==> src/rtl/snake_pkg.sv <==
// Shared encodings and helpers for the snake direction controller.
package snake_pkg;

  localparam int unsigned DIR_W = 2;
  localparam int unsigned CNT_W = 3;

  localparam logic [DIR_W-1:0] DIR_UP    = 2'd0;
  localparam logic [DIR_W-1:0] DIR_RIGHT = 2'd1;
  localparam logic [DIR_W-1:0] DIR_DOWN  = 2'd2;
  localparam logic [DIR_W-1:0] DIR_LEFT  = 2'd3;

  typedef enum logic [1:0] {
    ST_IDLE   = 2'd0,
    ST_RUN    = 2'd1,
    ST_PAUSED = 2'd2
  } snake_state_e;

  // Reverse heading: UP<->DOWN, RIGHT<->LEFT differ only in bit 1.
  function automatic logic [DIR_W-1:0] opposite(input logic [DIR_W-1:0] d);
    return d ^ 2'b10;
  endfunction

endpackage

==> src/rtl/dir_fifo.sv <==
// Small circular FIFO with flush, same-cycle push/pop and a last-entry peek.
module dir_fifo #(
  parameter int unsigned DEPTH = 2,
  parameter int unsigned WIDTH = 2,
  parameter int unsigned CNT_W = 3
) (
  input  logic             clk,
  input  logic             rst_n,
  input  logic             flush,
  input  logic             push,
  input  logic             pop,
  input  logic [WIDTH-1:0] din,
  output logic [WIDTH-1:0] head_c,
  output logic [WIDTH-1:0] last_c,
  output logic [CNT_W-1:0] count
);

  localparam int unsigned      PTR_W   = (DEPTH > 1) ? $clog2(DEPTH) : 1;
  localparam logic [PTR_W-1:0] PTR_MAX = PTR_W'(DEPTH - 1);
  localparam logic [CNT_W-1:0] CNT_MAX = CNT_W'(DEPTH);

  logic [WIDTH-1:0] mem [DEPTH];
  logic [PTR_W-1:0] rd_ptr;
  logic [PTR_W-1:0] wr_ptr;
  logic [PTR_W-1:0] last_ptr;
  logic             do_pop;
  logic             do_push;

  function automatic logic [PTR_W-1:0] ptr_inc(input logic [PTR_W-1:0] p);
    return (p == PTR_MAX) ? '0 : p + PTR_W'(1);
  endfunction

  // Guard against underflow, and allow a push into a full buffer only alongside a pop.
  always_comb begin
    do_pop   = pop && (count != '0);
    do_push  = push && ((count != CNT_MAX) || do_pop);
    last_ptr = (wr_ptr == '0) ? PTR_MAX : wr_ptr - PTR_W'(1);
    head_c   = mem[rd_ptr];
    last_c   = mem[last_ptr];
  end

  // Pointer and occupancy bookkeeping; flush wins over any same-cycle traffic.
  always_ff @(posedge clk or negedge rst_n) begin
    if (!rst_n) begin
      rd_ptr <= '0;
      wr_ptr <= '0;
      count  <= '0;
    end else if (flush) begin
      rd_ptr <= '0;
      wr_ptr <= '0;
      count  <= '0;
    end else begin
      if (do_push) wr_ptr <= ptr_inc(wr_ptr);
      if (do_pop)  rd_ptr <= ptr_inc(rd_ptr);
      if (do_push && !do_pop)      count <= count + CNT_W'(1);
      else if (do_pop && !do_push) count <= count - CNT_W'(1);
    end
  end

  // Entry storage; contents are only observed while count says they are valid.
  always_ff @(posedge clk) begin
    if (do_push && !flush) mem[wr_ptr] <= din;
  end

endmodule

==> src/rtl/snake_direction_ctrl.sv <==
// Turn buffering, reversal filtering and run/pause state for the snake.
module snake_direction_ctrl
  import snake_pkg::*;
#(
  parameter int unsigned      QUEUE_DEPTH = 2,
  parameter logic [DIR_W-1:0] INIT_DIR    = 2'd1
) (
  input  logic             Clock,
  input  logic             Reset_n,
  input  logic             BtnUp,
  input  logic             BtnRight,
  input  logic             BtnDown,
  input  logic             BtnLeft,
  input  logic             BtnPause,
  input  logic             Restart,
  input  logic             Tick,
  output logic [DIR_W-1:0] Direction,
  output logic             Turned,
  output logic             Running,
  output logic [CNT_W-1:0] QueueCount
);

  localparam logic [CNT_W-1:0] CNT_MAX = CNT_W'(QUEUE_DEPTH);

  snake_state_e     state_q;
  snake_state_e     state_d;
  logic [DIR_W-1:0] dir_q;
  logic             turned_q;
  logic             running_q;

  logic [DIR_W-1:0] press_dir;
  logic             press_vld;
  logic [DIR_W-1:0] ref_dir;
  logic             tick_pop;
  logic             press_ok;
  logic             do_push;
  logic             do_pop;
  logic             flush;

  logic [DIR_W-1:0] q_head;
  logic [DIR_W-1:0] q_last;
  logic [CNT_W-1:0] q_count;

  dir_fifo #(
    .DEPTH (QUEUE_DEPTH),
    .WIDTH (DIR_W),
    .CNT_W (CNT_W)
  ) u_fifo (
    .clk    (Clock),
    .rst_n  (Reset_n),
    .flush  (flush),
    .push   (do_push),
    .pop    (do_pop),
    .din    (press_dir),
    .head_c (q_head),
    .last_c (q_last),
    .count  (q_count)
  );

  // Fixed-priority pick of a single press: Up > Right > Down > Left.
  always_comb begin
    press_vld = BtnUp | BtnRight | BtnDown | BtnLeft;
    press_dir = DIR_LEFT;
    if (BtnUp)         press_dir = DIR_UP;
    else if (BtnRight) press_dir = DIR_RIGHT;
    else if (BtnDown)  press_dir = DIR_DOWN;
  end

  // Reference heading and acceptance test, both taken before any same-cycle pop.
  always_comb begin
    ref_dir  = (q_count != '0) ? q_last : dir_q;
    tick_pop = (state_q == ST_RUN) && Tick && !BtnPause && !Restart && (q_count != '0);
    press_ok = press_vld && (press_dir != ref_dir) && (press_dir != opposite(ref_dir)) &&
               ((q_count != CNT_MAX) || tick_pop);
  end

  // FSM next state and queue control.
  always_comb begin
    state_d = state_q;
    do_push = 1'b0;
    do_pop  = 1'b0;
    flush   = 1'b0;
    if (Restart) begin
      flush   = 1'b1;
      state_d = ST_IDLE;
    end else begin
      unique case (state_q)
        ST_IDLE: begin
          if (press_ok) begin
            do_push = 1'b1;
            state_d = ST_RUN;
          end
        end
        ST_RUN: begin
          do_pop  = tick_pop;
          do_push = press_ok;
          if (BtnPause) state_d = ST_PAUSED;
        end
        ST_PAUSED: begin
          if (BtnPause) state_d = ST_RUN;
        end
        default: state_d = ST_IDLE;
      endcase
    end
  end

  // State register.
  always_ff @(posedge Clock or negedge Reset_n) begin
    if (!Reset_n) state_q <= ST_IDLE;
    else          state_q <= state_d;
  end

  // Committed heading, one-cycle turn pulse and run flag.
  always_ff @(posedge Clock or negedge Reset_n) begin
    if (!Reset_n) begin
      dir_q     <= INIT_DIR;
      turned_q  <= 1'b0;
      running_q <= 1'b0;
    end else begin
      running_q <= (state_d == ST_RUN);
      turned_q  <= do_pop;
      if (Restart)     dir_q <= INIT_DIR;
      else if (do_pop) dir_q <= q_head;
    end
  end

  assign Direction  = dir_q;
  assign Turned     = turned_q;
  assign Running    = running_q;
  assign QueueCount = q_count;

endmodule

==> config.mk <==
export PLATFORM = sky130hd
export DESIGN_NAME = snake_direction_ctrl
export DESIGN_NICKNAME = d
export VERILOG_FILES = /design/src/rtl/snake_pkg.sv /design/src/rtl/dir_fifo.sv /design/src/rtl/snake_direction_ctrl.sv
export SDC_FILE = /design/constraint.sdc
export NUM_CORES = 1
export LEC_CHECK = 0
export BUFFER_PORTS_ARGS = -buffer_cell sky130_fd_sc_hd__buf_2
export CAP_MARGIN = 0
export CORE_MARGIN = 2
export CORE_UTILIZATION = 25
export CTS_CLUSTER_SIZE = 8
export DETAILED_ROUTE_END_ITERATION = 8
export PLACE_DENSITY = 0.47
export SYNTH_ARGS = -nofsm -noshare
export SYNTH_HDL_FRONTEND = slang
export SYNTH_HIERARCHICAL = 1
export SYNTH_SLANG_ARGS = --single-unit
==> constraint.sdc <==
create_clock -name Clock -period 2.9 [get_ports Clock]
set_clock_uncertainty 0.2 [all_clocks]
set_input_delay 0.58 -clock Clock [delete_from_list [all_inputs] [get_ports Clock]]
set_output_delay 0.58 -clock Clock [all_outputs]
set_load 0.01 [all_outputs]
==> results.sh, run 1 <==
export IMPL_post_route_period_util_pct=93.6
export IMPL_hpwlAfterDp_um=1440
export IMPL_grt_overflow_total=0
export IMPL_hold_class="in -> reg"
export IMPL_global_route_usage_over_all_layers_pct=10.2
export IMPL_setup_viol=0
export IMPL_worst_setup_hold_path_clk_slew_ns=0.09
export IMPL_crit_arrival_ns=2.68
export IMPL_route_detailed_drc=0
export IMPL_crit_path_top_delay_cell="sky130_fd_sc_hd__dfrtp_1"
export IMPL_drt_iter0_drc=41
export IMPL_grt_first_pass_wirelength_um=3120
export IMPL_hold_viol=0
export IMPL_dieArea_um2=4000
export IMPL_num_rows=21
export IMPL_run_status="finished clean"
export IMPL_grt_pass1_vias=662
export IMPL_antennaDiodeCount=0
export IMPL_whs_endpoint="state_q[1]"
export IMPL_clock_path_buffers=2
export IMPL_vias=681
export IMPL_drtPass1Iterations=4
export IMPL_gate_count_post_synth=83
export IMPL_tritoncts_num_buffers=3
export IMPL_synthesis_area_um2=878
export IMPL_cts_sink_count=15
export IMPL_drt_total_wl_um=1890
export IMPL_rr_startpoint="u_fifo/wr_ptr"
export IMPL_cts_tree="yes"
export IMPL_syn_nets=93
export IMPL_wl_per_cell_um=12.3
export IMPL_p_leak_uw=0.000457
export IMPL_grt_setup_unrepaired="false"
export IMPL_chipHeight_um=63.3
export IMPL_initial_utilization_pct=26.1
export IMPL_cellPowerDensity_nw_per_um2=757
export IMPL_count_of_synthesis_stage_warnings_from_yosys=6
export IMPL_timing_setup_critical_path_class="reg -> reg"
export IMPL_cell_count_after_placement=149
export IMPL_post_cts_setup_buffer_count=0
export IMPL_path_cells="mux2_2 > mux2i_2 > xnor2_1 > o2111a_2 > and3_2 > fa_1 > inv_1 > and4_4 > nor2_1 > o41ai_1"
export IMPL_port_buffer_count=15
export IMPL_die_w_um=63.3
export IMPL_finalMaxSlewViolations=0
export IMPL_route_antenna_remaining_nets=0
export IMPL_ir_drop_mv=0.237
export IMPL_final_weighted_congestion_of_routability_driven_global_placement=0.734
export IMPL_hold_path_depth=2
export IMPL_final_min_clock_period_ns=2.71
export IMPL_placeableCoreArea_um2=3360
export IMPL_syn2layout_area_growth_pct=24.5
export IMPL_fmax_mhz=368
export IMPL_crit_required_ns=2.87
export IMPL_max_cap_violations=0
export IMPL_grt_max_degree=12
export IMPL_critPathCaptureType="flip-flop"
export IMPL_max_slew_margin_pct=59.5
export IMPL_synth_avg_cell_area_um2=10.6
export IMPL_floorplan_io_pins=16
export IMPL_avgViaCountPerCell=4.42
export IMPL_holdCritStartpoint="Restart"
export IMPL_design_final_nets=119
export IMPL_critical_path_max_stage_delay_ns=0.41
export IMPL_post_route_cells_drive_above_1_share_pct=36.1
export IMPL_htree_levels=1
export IMPL_cp_max_fo=7
export IMPL_worstSkewPairLatency_ns=0.28
export IMPL_finalNonFillerCells=154
export IMPL_slack_of_the_worst_reg_to_reg_path_ns=0.19
export IMPL_tightestPinTransition_ns=0.599
export IMPL_clock_tree_root_cell="sky130_fd_sc_hd__clkbuf_4"
export IMPL_number_of_antenna_violations_at_the_first_check_in_global_routing=0
export IMPL_r2r_end="u_fifo/count[2]"
export IMPL_worst_reg_to_reg_path_cell_count=10
export IMPL_setup_worst_path_start_class="flip-flop"
export IMPL_setup_tns_ns=0
==> through the flow <==
step                      power [uW]  cell area, um^2  hold slack, ns  worst slack (ns)  utilization (%)
after global routing             893             1090           0.329            0.0149             32.5
after floorplan                  578              878          0.0844             0.180                -
after detailed placement         705             1050           0.266            0.0804             31.3
after CTS                        827             1090           0.328             0.100             32.4
after global placement           699             1050           0.266             0.109             31.3
final                            828             1090           0.330             0.186             32.5
==> layout make-up <==
type	count	area (um^2)
inverter	5	18.8
sequential	15	397
fill	378	2270
timing repair buffer	22	130
clock buffer	4	26.3
multi-input combinational	62	464
tap	46	57.6
==> what timing repair did <==
action                                  CTS  global route
hold buffers                              1             0
endpoints found under the hold margin    10             0
endpoints found under the setup margin    0             3
gates resized for setup                   0             2
==> worst max-delay path, delay by kind of cell (launching register included) <==
| kind | cells | cell delay, ns |
|---|---|---|
| muxes | 2 | 0.58 |
| xor gates and xnor gates | 1 | 0.09 |
| adders and majority gates | 1 | 0.36 |
| DFF | 1 | 0.41 |
| buffers and inverters | 1 | 0.08 |
| and+or+nand+nor | 3 | 0.45 |
| AOI/OAI and AO/OA | 2 | 0.44 |
==> how the worst max path moves through the flow <==
| stage | startpoint | to | slack (ns) | cells past startpoint |
|---|---|---|---|---|
| 5_1_grt | u_fifo/count[2] | u_fifo/count[2] | 0.01 | 10 |
| 3_5_place_dp | Restart | u_fifo/count[2] | 0.08 | 10 |
| 4_1_cts | u_fifo/wr_ptr | u_fifo/count[2] | 0.10 | 10 |
| 3_3_place_gp | Restart | u_fifo/count[2] | 0.11 | 10 |
| 6_report | u_fifo/wr_ptr | u_fifo/count[2] | 0.19 | 10 |
| 2_1_floorplan | u_fifo/count[2] | u_fifo/count[2] | 0.18 | 10 |
==> routing by layer <==
metal | global-route usage (%) | vias up | wire length, um
met1 | 14.4 | 314 | 957
met4 | 6.52 | 0 | 27
met3 | 1.07 | 2 | 57
li1 | - | 352 | -
met5 | 0 | - | 0
met2 | 14.6 | 13 | 847
==> flip-flops by register name (all words and copies together), names as in the netlist <==
signal / flops
state_q: 2
Direction: 2
u_fifo/mem: 4
u_fifo/rd_ptr: 1
u_fifo/count: 3
Turned: 1
u_fifo/wr_ptr: 1
Running: 1
==> power by group <==
group / total [uW] / internal [uW] / switching [uW]
Clock: 117 / 53.3 / 63.6
Combinational: 412 / 190 / 222
Sequential: 299 / 263 / 35.4
Total: 828 / 507 / 321
==> cell usage in the layout (no fill, tap or decap), types with 3 or more instances in the layout <==
cell,count
sky130_fd_sc_hd__edfxtp_1,4
sky130_fd_sc_hd__buf_4,6
sky130_fd_sc_hd__xnor2_1,3
sky130_fd_sc_hd__o21ai_0,4
sky130_fd_sc_hd__clkbuf_4,3
sky130_fd_sc_hd__nor2_1,12
sky130_fd_sc_hd__buf_2,15
sky130_fd_sc_hd__dfrtp_1,10
sky130_fd_sc_hd__mux2_2,5
sky130_fd_sc_hd__nand2_1,4
sky130_fd_sc_hd__inv_1,5
(Power assumes the default switching activity.)
==> inputs of run 2 (changes only) <==
--- a/config.mk
+++ b/config.mk
@@ -12,6 +12,7 @@
 export CTS_CLUSTER_SIZE = 8
 export DETAILED_ROUTE_END_ITERATION = 8
 export PLACE_DENSITY = 0.47
+export REMOVE_ABC_BUFFERS = 1
 export SYNTH_ARGS = -nofsm -noshare
 export SYNTH_HDL_FRONTEND = slang
 export SYNTH_HIERARCHICAL = 1
==> run 2 against run 1 <==
Utilization up 0.41 points. Global-route usage rose by 1.1 points. First-iteration DRC count decreased by 46%. Highest routed layer unchanged. Combinational power rose by 5.8%. Routed wire length is 16% higher. Sequential share of layout area fell by 0.45 points. Critical path depth did not move. Via count increased by 9.8%. Non-clock buffer count grew 1. Flip-flop and latch count is the same. Final area rose by 1.3%. Die area is the same.
==> results.sh, run 2 (synthesized netlist as in run 1, its figures left out) <==
export IMPL_run_status="finished clean"
export IMPL_cts_sink_count=15
export IMPL_grt_pass1_vias=708
export IMPL_vias=748
export IMPL_dieArea_um2=4000
export IMPL_wl_per_cell_um=14.1
export IMPL_path_cells="nor3_4 > mux2i_2 > xnor2_1 > o2111a_1 > and3_2 > fa_1 > inv_1 > a31oi_1 > o41a_1 > o41ai_1"
export IMPL_tritoncts_num_buffers=3
export IMPL_number_of_antenna_violations_at_the_first_check_in_global_routing=0
export IMPL_number_of_flip_flops_in_the_largest_register=4
export IMPL_biggestRegsByFlops="u_fifo/mem (4), u_fifo/count (3)"
export IMPL_antennaDiodeCount=0
export IMPL_holdCritStartpoint="Restart"
export IMPL_hold_path_depth=2
export IMPL_rr_startpoint="u_fifo/count[2]"
export IMPL_total_power_uw=862
export IMPL_cell_count_after_placement=149
export IMPL_htree_levels=1
export IMPL_placeableCoreArea_um2=3360
export IMPL_crit_arrival_ns=2.78
export IMPL_syn2layout_area_growth_pct=26.1
export IMPL_critical_path_buf_inv_count=1
export IMPL_hpwlAfterDp_um=1670
export IMPL_most_common_cell_after_layout_fill_and_taps_aside="sky130_fd_sc_hd__buf_2"
export IMPL_final_weighted_congestion_of_routability_driven_global_placement=0.744
export IMPL_initial_utilization_pct=26.1
export IMPL_r2r_end="u_fifo/count[2]"
export IMPL_timing_setup_critical_path_class="reg -> reg"
export IMPL_design_final_nets=120
export IMPL_finalMaxSlewViolations=0
export IMPL_fmax_mhz=358
export IMPL_cts_tree="yes"
export IMPL_grt_max_degree=14
export IMPL_setup_worst_path_start_class="flip-flop"
export IMPL_die_w_um=63.3
export IMPL_finalNonFillerCells=155
export IMPL_final_hold_worst_slack_ns=0.335
export IMPL_grt_first_pass_wirelength_um=3420
export IMPL_critPathCaptureType="flip-flop"
export IMPL_max_cap_violations=0
export IMPL_route_detailed_drc=0
export IMPL_final_min_clock_period_ns=2.79
export IMPL_clock_tree_root_cell="sky130_fd_sc_hd__clkbuf_4"
export IMPL_p_leak_uw=0.000466
export IMPL_drtPass1Iterations=4
export IMPL_setup_tns_ns=0
export IMPL_worstSkewPairLatency_ns=0.29
export IMPL_critPathTopFamily="compound AO/OA/AOI/OAI gates"
export IMPL_chipHeight_um=63.3
export IMPL_crit_required_ns=2.88
export IMPL_slack_of_the_worst_reg_to_reg_path_ns=0.11
export IMPL_post_route_period_util_pct=96.4
export IMPL_ir_drop_mv=0.325
export IMPL_drt_total_wl_um=2190
export IMPL_grt_setup_unrepaired="false"
export IMPL_max_slew_margin_pct=45.4
export IMPL_grt_overflow_total=0
export IMPL_worst_setup_hold_path_clk_slew_ns=0.10
export IMPL_port_buffer_count=15
export IMPL_floorplan_io_pins=16
export IMPL_drt_iter0_drc=22
export IMPL_avgViaCountPerCell=4.83
export IMPL_route_antenna_remaining_nets=0
export IMPL_hold_class="in -> reg"
export IMPL_worst_reg_to_reg_path_cell_count=10
export IMPL_clock_path_buffers=2
export IMPL_mostFrequentLayoutCells="sky130_fd_sc_hd__buf_2, sky130_fd_sc_hd__nor2_1, sky130_fd_sc_hd__dfrtp_1, sky130_fd_sc_hd__buf_4"
export IMPL_global_route_usage_over_all_layers_pct=11.3
export IMPL_whs_endpoint="Direction[0]"
export IMPL_cp_max_fo=7
export IMPL_num_rows=21
export IMPL_setup_viol=0
export IMPL_fillerInstances=386
export IMPL_post_route_cells_drive_above_1_share_pct=37.6
export IMPL_critical_path_max_stage_delay_ns=0.42
export IMPL_cellPowerDensity_nw_per_um2=779
export IMPL_crit_path_top_delay_cell="sky130_fd_sc_hd__dfrtp_1"
export IMPL_regMostFlops="u_fifo/mem"
export IMPL_tightestPinTransition_ns=0.809
export IMPL_hold_viol=0
## run 2: how the worst max path moves through the flow
stage	startpoint	end	cells after the start
floorplan	u_fifo/count[2]	u_fifo/count[2]	10
global placement	Restart	u_fifo/count[2]	10
detailed placement	Restart	u_fifo/count[2]	10
CTS	u_fifo/count[2]	u_fifo/count[2]	10
global route	u_fifo/count[2]	u_fifo/count[2]	10
finish	u_fifo/count[2]	u_fifo/count[2]	10
## run 2: cell type report
type	instances	area (um^2)	share of cell area, %
multi-input cells	62	469	42.4
flip-flops and latches	15	397	35.8
clock buffers	3	22.5	2.03
clock inverters	1	5.00	0.452
inverters	5	18.8	1.69
well taps	46	57.6	5.20
repair buffers	23	138	12.4
## run 2: power by group
part	internal, uW	total [uW]	switching, uW
logic	199	436	237
registers	263	302	39.0
clock network	51.3	124	72.5
## run 2: repair_timing
action | 4_1_cts | 5_1_grt
setup endpoints to repair | 0 | 3
hold endpoints to repair | 10 | 0
hold buffers | 1 | 0
buffers inserted | 0 | 1
resized for setup | 0 | 2
## run 2: stage by stage
stage               worst slack (ns)  cell area, um^2  util, %
finish                         0.105             1110     32.9
global route                  0.0183             1110     32.9
CTS                           0.0574             1090     32.4
detailed placement            0.0741             1050     31.3
global placement               0.109             1050     31.3
floorplan                      0.180              875        -
## run 2: metal layers
metal / vias up / track usage [%] / part of all wire, %
li1: 357 / - / -
met1: 364 / 13.9 / 45
met2: 25 / 18.6 / 49
met3: 2 / 3.39 / 5.0
met4: 0 / 4.08 / 1.2
met5: - / 0 / 0
